**src/rtl/mult16_seq_if.sv**
```systemverilog
// ---------------------------------------------------------------------------
// mult16_seq_if
// Operand/product handshake bundle for the sequential multiplier.
//   in_valid / in_ready   : operand pair handshake (IN1, IN2)
//   out_valid / out_ready : product handshake (P)
// Modports:
//   master : the feeder/collector side (drives operands, accepts products)
//   slave  : the multiplier side
// Parameters must match the multiplier instance (outwidth == 2*width).
// ---------------------------------------------------------------------------
interface mult16_seq_if #(
   parameter int width    = 16,
   parameter int outwidth = 32
);
   logic                in_valid;
   logic                in_ready;
   logic [width-1:0]    IN1;
   logic [width-1:0]    IN2;
   logic                out_valid;
   logic                out_ready;
   logic [outwidth-1:0] P;

   modport master (
      output in_valid, IN1, IN2, out_ready,
      input  in_ready, out_valid, P
   );

   modport slave (
      input  in_valid, IN1, IN2, out_ready,
      output in_ready, out_valid, P
   );
endinterface

```
**src/rtl/mult16_seq.sv**
```systemverilog
// ---------------------------------------------------------------------------
// mult16_seq
// Unsigned width x width shift-add multiplier, one partial product per cycle.
// Fixed latency: an operand pair accepted at edge k yields P valid after edge
// k+width, independent of the operand values.
// Ports:
//   clk    : clock, rising edge
//   rst_n  : synchronous active-low reset
//   bus    : mult16_seq_if.slave (in_valid/in_ready/IN1/IN2,
//            out_valid/out_ready/P)
// ---------------------------------------------------------------------------
module mult16_seq #(
   parameter int width    = 16,
   parameter int outwidth = 32   // must be 2*width
) (
   input  logic         clk,
   input  logic         rst_n,
   mult16_seq_if.slave  bus
);

   localparam int CW = (width > 1) ? $clog2(width) : 1;
   localparam logic [CW-1:0] LAST = CW'(width - 1);

   localparam logic [1:0] S_IDLE = 2'd0;
   localparam logic [1:0] S_RUN  = 2'd1;
   localparam logic [1:0] S_DONE = 2'd2;

   logic [1:0]          state;
   logic [width-1:0]    mcand;
   logic [outwidth-1:0] acc;
   logic [CW-1:0]       count;
   logic [outwidth-1:0] p_q;

   logic [width:0]      sum;
   logic [outwidth-1:0] acc_next;

   // acc holds {partial product high half, unconsumed multiplier bits}.
   // The add is width+1 bits wide so its carry lands in the top bit of
   // acc after the right shift; the high half can never overflow.
   always_comb begin
      sum = {1'b0, acc[outwidth-1:width]};
      if (acc[0])
         sum = {1'b0, acc[outwidth-1:width]} + {1'b0, mcand};
      acc_next = {sum, acc[width-1:1]};
   end

   always_ff @(posedge clk) begin
      if (!rst_n) begin
         state <= S_IDLE;
         mcand <= '0;
         acc   <= '0;
         count <= '0;
         p_q   <= '0;
      end else begin
         case (state)
            S_IDLE: begin
               // in_ready is just (IDLE && rst_n), and rst_n is high here
               if (bus.in_valid) begin
                  mcand <= bus.IN1;
                  acc   <= {{(outwidth-width){1'b0}}, bus.IN2};
                  count <= '0;
                  state <= S_RUN;
               end
            end
            S_RUN: begin
               acc   <= acc_next;
               count <= count + CW'(1);
               if (count == LAST) begin
                  p_q   <= acc_next;
                  state <= S_DONE;
               end
            end
            S_DONE: begin
               // P (p_q) is left untouched so it holds after the handshake
               if (bus.out_ready)
                  state <= S_IDLE;
            end
            default: state <= S_IDLE;
         endcase
      end
   end

   assign bus.in_ready  = (state == S_IDLE) && rst_n;
   assign bus.out_valid = (state == S_DONE);
   assign bus.P         = p_q;

endmodule

```
**src/flat_wrapper.sv**
```systemverilog
// flat-port wrapper written by rule: the top's interface ports become plain ports
module mult16_seq_flat 
#(
   parameter int width    = 16,
   parameter int outwidth = 32                     
)
  (clk, rst_n, bus_in_valid, bus_IN1, bus_IN2, bus_out_ready, bus_in_ready, bus_out_valid, bus_P);
  mult16_seq_if #(.width(width), .outwidth(outwidth)) bus_i ();
  input  logic clk;
  input  logic rst_n;
  input wire logic [$bits(bus_i.in_valid)-1:0] bus_in_valid;
  input wire logic [$bits(bus_i.IN1)-1:0] bus_IN1;
  input wire logic [$bits(bus_i.IN2)-1:0] bus_IN2;
  input wire logic [$bits(bus_i.out_ready)-1:0] bus_out_ready;
  output wire logic [$bits(bus_i.in_ready)-1:0] bus_in_ready;
  output wire logic [$bits(bus_i.out_valid)-1:0] bus_out_valid;
  output wire logic [$bits(bus_i.P)-1:0] bus_P;
  assign bus_i.in_valid = bus_in_valid;
  assign bus_i.IN1 = bus_IN1;
  assign bus_i.IN2 = bus_IN2;
  assign bus_i.out_ready = bus_out_ready;
  assign bus_in_ready = bus_i.in_ready;
  assign bus_out_valid = bus_i.out_valid;
  assign bus_P = bus_i.P;
  mult16_seq #(.width(width), .outwidth(outwidth)) u_core (.clk(clk), .rst_n(rst_n), .bus(bus_i));
endmodule
```
**config.mk**
```make
export PLATFORM = sky130hd
export DESIGN_NAME = mult16_seq_flat
export DESIGN_NICKNAME = d
export VERILOG_FILES = /design/src/rtl/mult16_seq_if.sv /design/src/rtl/mult16_seq.sv /design/src/flat_wrapper.sv
export SDC_FILE = /design/constraint.sdc
export NUM_CORES = 1
export LEC_CHECK = 0
export CAP_MARGIN = 5
export CORE_ASPECT_RATIO = 1.4
export CORE_UTILIZATION = 43
export DETAILED_ROUTE_END_ITERATION = 8
export GPL_ROUTABILITY_DRIVEN = 0
export PLACE_DENSITY = 0.66
export SYNTH_ARGS = -nofsm -noshare
export SYNTH_HDL_FRONTEND = slang
export SYNTH_SLANG_ARGS = --single-unit
```
**constraint.sdc**
```tcl
create_clock -name clk -period 2.1 [get_ports clk]
set_clock_uncertainty 0.15 [all_clocks]
set_input_delay 0.315 -clock clk [delete_from_list [all_inputs] [get_ports clk]]
set_output_delay 0.315 -clock clk [all_outputs]
set_load 0.02 [all_outputs]
```
==> results.yml, run 1 <==
grt:
  antenna_found_initial: 0
  grt_pass1_vias: 3963
  grt_util_all_layers_pct: 23.8
  overflow: 0
  grt_max_degree: 37
  grt_pass1_wl_um: 19000
power:
  leakagePower_nw: 2.19
  p_per_area_nw_per_um2: 659
  max-vdd-ir-drop_mv: 0.402
sta:
  tightestPinTransition_ps: 610
  finalHoldViolations: 0
  holdWs_ps: 302
  fin_crit_ps: 2270
  rsz0062_at_grt: "yes"
  drv_slew: 0
  timing.final.crit_share_pct: 108
  setup_viol_count_final: 17
  relSlewSlack_pct: 59.2
  setup_ws_ps: -170
  max_clock_freq_ghz: 0.441
finish:
  layout-drive-gt1-share_pct: 20.6
  insertedDiodeCount: 0
  syn2layout_area_growth_pct: 43.6
  layout_common_cells: "nand2_1 (105), dfxtp_1 (75), clkdlybuf4s50_1 (69), a21oi_1 (56), buf_4 (54)"
  mostFrequentLayoutCell: "nand2_1"
  layout.cells.non_filler: 736
  fin_nets: 675
synth:
  synth_edf_count: 0
  synthTopCellsByArea: "dfxtp_1 (41%), nand2_1 (9.5%), a21oi_1 (7.3%)"
  ys.flop_type: "dfxtp_1"
  yosysUniqueCellTypes: 56
  synth_top_area_cell: "dfxtp_1"
  synth_top_area_share_pct: 41.3
  ys_warn_count: 0
  synthCells: 520
  synth-seq-cells: 86
  synth_nets: 574
  syn_area_um2: 4170
  ys_seq_area_share_pct: 41.3
  syn-mean-instance-area_um2: 8.02
  async_reset_ff_share_pct: 0
detailed_routing:
  viasPerCell: 5.65
  vias: 4159
  dr.pass1.iters: 4
  drt_first_iter_violations: 216
  drc_errors: 0
  wl_per_cell_um: 16.2
  routed_wirelength_um: 11900
  ant_nets: 0
cts:
  worstSkewPairLatency_ps: 350
  cts_root_buf: "clkbuf_16"
  cts_hold_buf: 0
  ctsHtreeMaxLevel: 3
  cts_inserted_buffers: 9
  clk_pin_slew_ps: 60
  cts_sinks: 86
  cts_tree: "yes"
  clockBufferDepth: 2
floorplanning:
  die_w_um: 85.2
  rows: 42
  coreArea_um2: 9460
  die_h_um: 119
  initial_utilization_pct: 44.1
  dieArea_um2: 10100
  pin_count: 70
outcome:
  violations: "negative setup slack"
  status: "finished with violations"
setup_path:
  cp_cell_sequence: "ha_4 > fa_2 > a21oi_4 > buf_4 > nor2_2 > o41a_1 > xor2_2 > nand3_1 > a21oi_2"
  start_kind: "flop"
  arrival_ps: 2400
  crit_type: "reg2reg"
  cp.required_ps: 2230
  critPathMaxStageDelay_ps: 360
  endpoint_kind: "flop"
  cp_num_buf_inv: 1
  cp_top_family: "compound AO/OA/AOI/OAI gates"
  worst-path-max-fanout: 3
  slowest_stage: "fa_2"
hold_path:
  hold_class: "reg2reg"
placed_design:
  preCtsSetupSlack_ps: -165
  dp_hpwl_um: 7770
  portBuffers: 69
  placed_cells: 711
run:
  cap_violations: 0
==> logic make-up after synthesis <==
logic type | after synthesis | synth area share, %
compound gates | 151 | 24.2
xor+xnor | 8 | 1.68
fa+ha+maj | 18 | 5.58
buf+inv | 43 | 3.96
flops | 86 | 41.3
mux | 7 | 1.71
simple gates | 207 | 21.6
==> final cells by class <==
class / instances / area (um^2)
clock buffers: 11 / 243
clock inverters: 5 / 82.6
fillers: 806 / 3470
inverters: 6 / 22.5
multi-input cells: 391 / 2600
flip-flops and latches: 86 / 1740
well taps: 110 / 138
repair buffers: 127 / 1170
==> cells in the mapped netlist, types with 3 or more instances <==
library cell,count
a21oi_1,61
nor2_1,47
nor2b_1,6
o21a_1,3
xnor2_1,6
a211oi_1,5
and3_1,4
a21oi_2,3
mux2i_1,6
inv_1,5
nor4_1,3
o21ai_0,20
a311oi_1,14
a21o_1,3
clkbuf_1,34
buf_2,3
a31oi_1,6
o21bai_1,3
o211ai_1,6
ha_1,17
dfxtp_1,86
nand2b_1,5
nor3_1,5
nand2_1,105
o31a_1,4
nand3_1,16
nand4_1,7
o31ai_1,3
==> layer usage <==
layer | wire (um) | track usage (%) | up-vias
li1 | - | - | 2047
met5 | 0 | 0 | -
met1 | 5010 | 28.9 | 1959
met3 | 510 | 3.14 | 23
met4 | 301 | 12.3 | 0
met2 | 6070 | 40.7 | 130
==> path summary, 6_finish.rpt <==
kind	endpoint	slack [ps]	start	cells after the start
hold / removal	u_core.bus.P[7]$_SDFFE_PN0P_	300	u_core.bus.P[7]$_SDFFE_PN0P_	2
hold reg to reg	u_core.bus.P[7]$_SDFFE_PN0P_	300	u_core.bus.P[7]$_SDFFE_PN0P_	2
setup reg to reg	u_core.acc[25]$_SDFFE_PN0P_	-170	u_core.acc[16]$_SDFFE_PN0P_	9
setup / recovery	u_core.acc[25]$_SDFFE_PN0P_	-170	u_core.acc[16]$_SDFFE_PN0P_	9
==> power by group <==
part | total (mW) | internal (mW) | switching [mW]
registers | 1.74 | 1.69 | 0.0519
clock network | 1.73 | 1.08 | 0.656
logic | 0.474 | 0.222 | 0.252
total | 3.95 | 2.99 | 0.960
==> worst min-delay path, cell delays in order, from the launching register on <==
cell	delay, ps
dfxtp_1	310
nand2_1	50
a21oi_1	50
==> metrics by stage <==
stage	utilization, %	TNS (ps)	instance area [um^2]	total power [mW]
5_1_grt	63.3	-3020	5990	4.09
3_5_place_dp	56.2	-1600	5310	2.20
6_report	63.3	-1480	5990	3.95
3_3_place_gp	56.2	-844	5310	2.20
4_1_cts	61.9	-1050	5860	3.95
2_1_floorplan	-	-8.50	4220	2.01
==> registers in the layout, summed over array words and instances, names as in the netlist <==
register	cells
u_core.acc	32
u_core.bus.P	32
u_core.count	4
u_core.mcand	16
u_core.state	2
==> timing repair <==
item / in CTS / in global routing
pin swaps: 16 / 24
buffers inserted: 6 / 3
endpoints found under the hold margin: 0 / 0
resized for setup: 30 / 25
endpoints found under the setup margin: 17 / 22
(Power assumes the default switching activity.)
==> inputs of run 2 (changes only) <==
SKIP_LAST_GASP = 1   (was unset)
==> results.yml, run 2 (same netlist as run 1, synthesis figures left out) <==
sta:
  finalHoldViolations: 0
  rsz0062_at_grt: "yes"
  max_clock_freq_ghz: 0.440
  fin_crit_ps: 2270
  drv_slew: 0
  setup_viol_count_final: 17
  relSlewSlack_pct: 59.6
  timing.final.crit_share_pct: 108
  tightestPinTransition_ps: 603
  setup_ws_ps: -171
cts:
  cts_sinks: 86
  cts_inserted_buffers: 9
  cts_root_buf: "clkbuf_16"
  ctsHtreeMaxLevel: 3
  clk_pin_slew_ps: 60
  cts_hold_buf: 0
  cts_tree: "yes"
  clockBufferDepth: 2
  worstSkewPairLatency_ps: 340
finish:
  layout_common_cells: "nand2_1 (105), dfxtp_1 (75), clkdlybuf4s50_1 (69), a21oi_1 (56), buf_4 (54)"
  mostFrequentLayoutCell: "nand2_1"
  insertedDiodeCount: 0
  layout-drive-gt1-share_pct: 20.4
  fin_area_um2: 5970
  post-route-util_pct: 63.2
  syn2layout_area_growth_pct: 43.3
  fin_nets: 675
power:
  p_per_area_nw_per_um2: 659
  max-vdd-ir-drop_mv: 0.396
  leakagePower_nw: 2.19
setup_path:
  worst-path-max-fanout: 3
  critPathMaxStageDelay_ps: 360
  cp_cell_sequence: "ha_4 > fa_2 > a21oi_4 > buf_4 > nor2_2 > o41a_1 > xor2_2 > nand3_1 > a21oi_2"
  crit_type: "reg2reg"
  start_kind: "flop"
  arrival_ps: 2400
  endpoint_kind: "flop"
  cp.required_ps: 2230
  slowest_stage: "fa_2"
outcome:
  violations: "negative setup slack"
  status: "finished with violations"
grt:
  grt_max_degree: 37
  antenna_found_initial: 0
  grt_pass1_vias: 3963
  grt_pass1_wl_um: 19000
  overflow: 0
  grt_util_all_layers_pct: 23.8
floorplanning:
  die_w_um: 85.2
  die_h_um: 119
  rows: 42
  pin_count: 70
  dieArea_um2: 10100
  initial_utilization_pct: 44.1
  coreArea_um2: 9460
detailed_routing:
  viasPerCell: 5.64
  ant_nets: 0
  drc_errors: 0
  vias: 4149
  drt_first_iter_violations: 195
  dr.pass1.iters: 4
  routed_wirelength_um: 11800
  wl_per_cell_um: 16.0
hold_path:
  hold_class: "reg2reg"
placed_design:
  dpl_cell_area_um2: 5310
  portBuffers: 69
  dp_hpwl_um: 7770
run:
  cap_violations: 0
## run 2: per-layer routing
layer  global-route usage, %  vias up  routed length (um)
met3                    3.14       25                 504
met1                    28.9     1952                4890
met2                    40.7      121                6040
li1                        -     2051                   -
met4                    12.3        0                 357
met5                       0        -                   0
## run 2: final timing paths
check / start / to / slack [ps] / cells after the start
worst min register to register: u_core.bus.P[7]$_SDFFE_PN0P_ / u_core.bus.P[7]$_SDFFE_PN0P_ / 300 / 2
worst min-delay path: u_core.bus.P[7]$_SDFFE_PN0P_ / u_core.bus.P[7]$_SDFFE_PN0P_ / 300 / 2
worst max register to register: u_core.acc[16]$_SDFFE_PN0P_ / u_core.acc[25]$_SDFFE_PN0P_ / -170 / 9
worst max-delay path: u_core.acc[16]$_SDFFE_PN0P_ / u_core.acc[25]$_SDFFE_PN0P_ / -170 / 9
## run 2: metrics by stage
stage	setup slack (ps)	TNS [ps]	power, mW	cells	hold slack, ps
after floorplan	-8.50	-8.50	2.01	520	272
after global placement	-126	-844	2.20	711	286
after detailed placement	-165	-1600	2.20	711	291
after CTS	-157	-1050	3.95	733	303
after global routing	-240	-3110	4.09	736	320
final	-171	-1510	3.94	736	302
## run 2: where the power goes
group | leakage (nW) | internal [mW] | total, mW | switching [mW]
sequential | 0.704 | 1.69 | 1.74 | 0.0515
clock | 0.160 | 1.08 | 1.73 | 0.650
combinational | 1.32 | 0.222 | 0.471 | 0.249
total | 2.19 | 2.99 | 3.94 | 0.951
## run 2: repair_timing
action | 4_1_cts | 5_1_grt
pin swaps | 16 | 22
gates resized for setup | 30 | 22
endpoints found under the setup margin | 17 | 22
buffers inserted | 6 | 3
## run 2: worst max-delay path, delay by kind of cell, from the launching register on
kind,cells,cell delay (ps)
XOR/XNOR,1,220
adder cells (fa/ha/maj),2,520
buffers and inverters,1,150
AO/OA/AOI/OAI,3,670
flip-flops,1,340
AND/OR/NAND/NOR,2,150
## run 2: final cells by class
| cell class | instances | area (um^2) |
|---|---|---|
| clock inverters | 5 | 82.6 |
| inverters | 6 | 22.5 |
| fillers | 807 | 3480 |
| well taps | 110 | 138 |
| multi-input cells | 391 | 2590 |
| repair buffers | 127 | 1170 |
| flip-flops and latches | 86 | 1740 |
| clock buffers | 11 | 243 |
==> inputs of run 3 (changes only) <==
CAP_MARGIN = unset   (was 5)
==> results of run 3 <==
Same layout as run 2: the final DEF is identical, and so are final timing and power.
